### src/rtl/msb_drain_scheduler.sv
// Drains a pending-request vector most-significant-bit first, locating each
// winner with a one-stage-per-cycle binary search over a power-of-two padded copy.
module msb_drain_scheduler #(
  parameter int WIDTH     = 56,
  parameter int WIDTH_LOG = 6
) (
  input  logic                 clk,
  input  logic                 rst_n,
  input  logic                 start,
  input  logic [WIDTH-1:0]     req_vec,
  input  logic                 abort,
  output logic                 busy,
  output logic                 gnt_valid,
  input  logic                 gnt_ready,
  output logic [WIDTH_LOG-1:0] gnt_idx,
  output logic                 gnt_last,
  output logic                 done,
  output logic [WIDTH_LOG:0]   gnt_count
);

  localparam int PAD    = 1 << WIDTH_LOG;
  localparam int STEP_W = (WIDTH_LOG > 1) ? $clog2(WIDTH_LOG) : 1;
  localparam logic [STEP_W-1:0] STEP_LAST = STEP_W'(WIDTH_LOG - 1);

  typedef enum logic [2:0] {
    S_IDLE,
    S_CHECK,
    S_SEARCH,
    S_GRANT,
    S_DONE
  } state_t;

  state_t                 state_q, state_d;
  logic [WIDTH-1:0]       pending_q, pending_d;
  logic [WIDTH_LOG-1:0]   lo_q, lo_d;
  logic [STEP_W-1:0]      step_q, step_d;
  logic [WIDTH_LOG:0]     count_q, count_d;

  logic [PAD-1:0]         pend_pad;
  logic [PAD-1:0]         pend_clr;
  logic [PAD-1:0]         win_mask;
  logic [PAD-1:0]         window;
  logic [WIDTH_LOG-1:0]   half;
  logic [WIDTH_LOG:0]     win_base;
  logic                   upper_hit;

  // One shared OR-reduce: the upper half of the current window [lo, lo+2*half)
  always_comb begin
    pend_pad              = '0;
    pend_pad[WIDTH-1:0]   = pending_q;
    half                  = WIDTH_LOG'(1) << (STEP_LAST - step_q);
    win_base              = {1'b0, lo_q} + {1'b0, half};
    win_mask              = ~({PAD{1'b1}} << half);
    window                = (pend_pad >> win_base) & win_mask;
    upper_hit             = |window;
    pend_clr              = pend_pad & ~({{(PAD-1){1'b0}}, 1'b1} << lo_q);
  end

  always_comb begin
    state_d   = state_q;
    pending_d = pending_q;
    lo_d      = lo_q;
    step_d    = step_q;
    count_d   = count_q;

    if (state_q != S_IDLE && abort) begin
      // Abort wins over any simultaneous handshake; the count is kept
      state_d   = S_IDLE;
      pending_d = '0;
    end else begin
      case (state_q)
        S_IDLE: begin
          if (start) begin
            pending_d = req_vec;
            count_d   = '0;
            state_d   = S_CHECK;
          end
        end
        S_CHECK: begin
          if (pending_q == '0) begin
            state_d = S_DONE;
          end else begin
            lo_d    = '0;
            step_d  = '0;
            state_d = S_SEARCH;
          end
        end
        S_SEARCH: begin
          if (upper_hit) begin
            lo_d = win_base[WIDTH_LOG-1:0];
          end
          if (step_q == STEP_LAST) begin
            state_d = S_GRANT;
          end else begin
            step_d = step_q + STEP_W'(1);
          end
        end
        S_GRANT: begin
          if (gnt_ready) begin
            pending_d = pend_clr[WIDTH-1:0];
            count_d   = count_q + (WIDTH_LOG+1)'(1);
            state_d   = S_CHECK;
          end
        end
        S_DONE: begin
          state_d = S_IDLE;
        end
        default: begin
          state_d = S_IDLE;
        end
      endcase
    end
  end

  always_ff @(posedge clk or negedge rst_n) begin
    if (!rst_n) begin
      state_q   <= S_IDLE;
      pending_q <= '0;
      lo_q      <= '0;
      step_q    <= '0;
      count_q   <= '0;
    end else begin
      state_q   <= state_d;
      pending_q <= pending_d;
      lo_q      <= lo_d;
      step_q    <= step_d;
      count_q   <= count_d;
    end
  end

  // Grant outputs decode registered state only, so gnt_ready never reaches them
  assign busy      = (state_q != S_IDLE);
  assign gnt_valid = (state_q == S_GRANT);
  assign gnt_idx   = gnt_valid ? lo_q : '0;
  assign gnt_last  = gnt_valid && (pend_clr == '0);
  assign done      = (state_q == S_DONE);
  assign gnt_count = count_q;

endmodule

### config.mk
export PLATFORM = sky130hd
export DESIGN_NAME = msb_drain_scheduler
export DESIGN_NICKNAME = d
export VERILOG_FILES = /design/src/rtl/msb_drain_scheduler.sv
export SDC_FILE = /design/constraint.sdc
export NUM_CORES = 1
export LEC_CHECK = 0
export ABC_AREA = 1
export CAP_MARGIN = 5
export CORE_UTILIZATION = 60
export DETAILED_ROUTE_END_ITERATION = 12
export PLACE_DENSITY_LB_ADDON = 0.08
export SYNTH_ARGS = -nofsm -noshare
export SYNTH_HDL_FRONTEND = slang
export SYNTH_SLANG_ARGS = --single-unit
### constraint.sdc
create_clock -name clk -period 10.7 [get_ports clk]
set_input_delay 1.07 -clock clk [delete_from_list [all_inputs] [get_ports clk]]
set_output_delay 1.07 -clock clk [all_outputs]
set_load 0.01 [all_outputs]
==> run metrics <==
RePlAce Congestion=1.08; clk_lat worst skew=0.35 ns; layout cells sized above 1=0.0404; most common library cell in the layout ignoring fill and taps=nand2_1; ys async rst share=1.00; Root Driver=clkbuf_16; Post-synth EDFFs=0; largest net degree at the start of global routing=76; total CTS buffers=9; Slew HR=0.284; total negative slack=0 ns; Yosys warning total=0; Post-Syn Area per Cell=5.86 um2; clock share of power=0.123; post-DP HPWL=26200 um; RSZ-0062 raised after global routing=false; peak supply drop=0.272 mV; Initial Util=0.627; minimum clock period=5.38 ns; Setup violations, final=0; Syn Nets=1514; Die Ht=121 um; gate count of the mapped netlist=1440; leak pwr=0.00439 uW; Via density=6.84; Psw=1620 uW; part of the power in registers=0.185; f_max=0.186 GHz; post_cts resized=0; met2 wire length=14300 um; Power Total=2810 uW; register area share after synthesis=0.222; drc violations=0; core area=13500 um2; status=complete, no violations; Synth Register Bits=75; initial drt markers=2325; Final Hold Viols=0; CTS Sinks=75; worst setup path class=flip-flop to output pin; final wirelength=34800 um; vias in the first global route=10500; Final Util=0.704; first-pass GRT wire length=55600 um; Max-Cap Viols=0; WL/cell=21.2 um; Gate power share=0.693; Critical Path AT=4.31 ns; M1 WL=12800 um; Hold Path Class=flip-flop to flip-flop; startpoint types=flip-flop; ys flop type=dfrtp_1; CP endpoint kind=output pin; DR pass1 iterations=8; hold buffer count at CTS=0; Worst Clk Skew=0.00710 ns; nets=1531; Distinct cells, synth=46; DR WL met3=5600 um; number of port buffers=77; area growth from synthesis to layout=12.3%; Cell Pwr Density=297 nW/um2; gr usage total=0.497; post-route insts no fill=1639; H-tree Lvls=3; WP data required=9.63 ns; CTS tree=yes; Die ar.=14500 um2; chip width=121 um; crit-path max FO=15; Switching Fraction=0.576; Clock Pin Slew Worst Setup and Hold Paths=0.06 ns; Filler Cells Inserted=1242; Worst Tran Pin Value=1.07 ns; top-level I/O count=78; fraction of the cycle the final worst path needs=0.503; Rows=42; mapped cell area=8440 um2; antenna-violating nets left=0; gr ovfl total=0; Clock Path Buffers=2; commonest cells after routing, fill and taps aside=nand2_1, nand3_1, inv_1, clkdlybuf4s50_1, dfrtp_1; max layer used=met5; # Post-CTS Setup Buffers=0; placed insts=1622; Pint=1190 uW; via count of the routed design=11200; initial antenna violation count=1; max-slew violations=0
## worst paths after layout
kind,start,end,slack (ns),depth (start not counted)
worst max-delay path,lo_q[4],gnt_last,5.32,8
worst min-delay path,step_q[2],step_q[2],0.50,1
worst max register to register,step_q[1],lo_q[4],5.51,28
worst min register to register,step_q[2],step_q[2],0.50,1
max in group asynchronous,rst_n,pending_q[5],9.19,1
min in group asynchronous,rst_n,gnt_count[3],0.87,1
## synth_stat cells, drive strengths merged (4+ instances only)
| master | instances | share of area |
|---|---|---|
| a21oi | 39 | 0.025 |
| a22oi | 5 | 0.0044 |
| buf | 54 | 0.035 |
| clkbuf | 29 | 0.013 |
| dfrtp | 75 | 0.22 |
| ha | 12 | 0.018 |
| inv | 116 | 0.052 |
| nand2 | 439 | 0.20 |
| nand3 | 393 | 0.24 |
| nand4 | 24 | 0.018 |
| nor2 | 74 | 0.034 |
| nor3 | 17 | 0.011 |
| nor4 | 13 | 0.0096 |
| o211ai | 6 | 0.0053 |
| o21a | 4 | 0.0036 |
| o21ai | 66 | 0.039 |
| o221ai | 44 | 0.046 |
| o22ai | 7 | 0.0052 |
## registers in the layout, summed over array words and instances, names as in the netlist
name / cells
gnt_count: 7
lo_q: 6
pending_q: 56
state_q: 3
step_q: 3
## power groups by stage
stage          Combinational [uW]  Sequential (uW)  Clock, uW
5_1_grt                      2140              512        354
4_1_cts                      1870              496        344
2_1_floorplan                1400              436          0
6_report                     1950              520        345
3_3_place_gp                 1840              499          0
3_5_place_dp                 1860              501          0
## kinds of logic (layout without fill, tap and decap cells)
family | count (synthesis) | in the layout | synth area share
other | 0 | 1 | 0
AO/OA/AOI/OAI | 175 | 175 | 0.132
multiplexers | 1 | 1 | 0.00119
adder cells (fa/ha/maj) | 13 | 13 | 0.0202
buffers and inverters | 202 | 224 | 0.101
flip-flops | 75 | 75 | 0.222
XOR/XNOR | 3 | 3 | 0.00623
AND/OR/NAND/NOR | 971 | 971 | 0.516
## stage by stage
| stage | worst slack (ns) | hold slack [ns] | cell area (um2) |
|---|---|---|---|
| global route | 5.21 | 0.511 | 9470 |
| floorplan | 7.08 | 0.448 | 8440 |
| CTS | 5.66 | 0.507 | 9470 |
| finish | 5.32 | 0.501 | 9470 |
| global placement | 5.98 | 0.465 | 9140 |
| detailed placement | 5.77 | 0.499 | 9140 |
## final cells by class
class | instances | area, um2 | area share
Inverter | 119 | 447 | 0.0472
Sequential cell | 75 | 1880 | 0.198
Clock inverter | 6 | 95.1 | 0.0100
Antenna cell | 1 | 2.50 | 0.000264
Multi-Input combinational cell | 1163 | 5730 | 0.605
Timing Repair Buffer | 89 | 858 | 0.0906
Tap cell | 176 | 220 | 0.0232
Clock buffer | 10 | 239 | 0.0252
## metal layers
metal	GRT usage	vias up
met4	0.256	2
met5	0	-
met1	0.623	5090
met3	0.216	223
li1	-	4985
met2	0.723	911
## critical path, cell delays in order (launching register included)
cell and delay (ns):
dfrtp_1 0.59, inv_1 0.46, nand4_1 0.35, o21ai_0 0.88, nand4_1 0.28, nor4_1 0.33, nand2_1 0.14, nor4b_1 0.32
clkdlybuf4s50_1 0.60
Note: power is estimated with default switching activity, not from simulation.
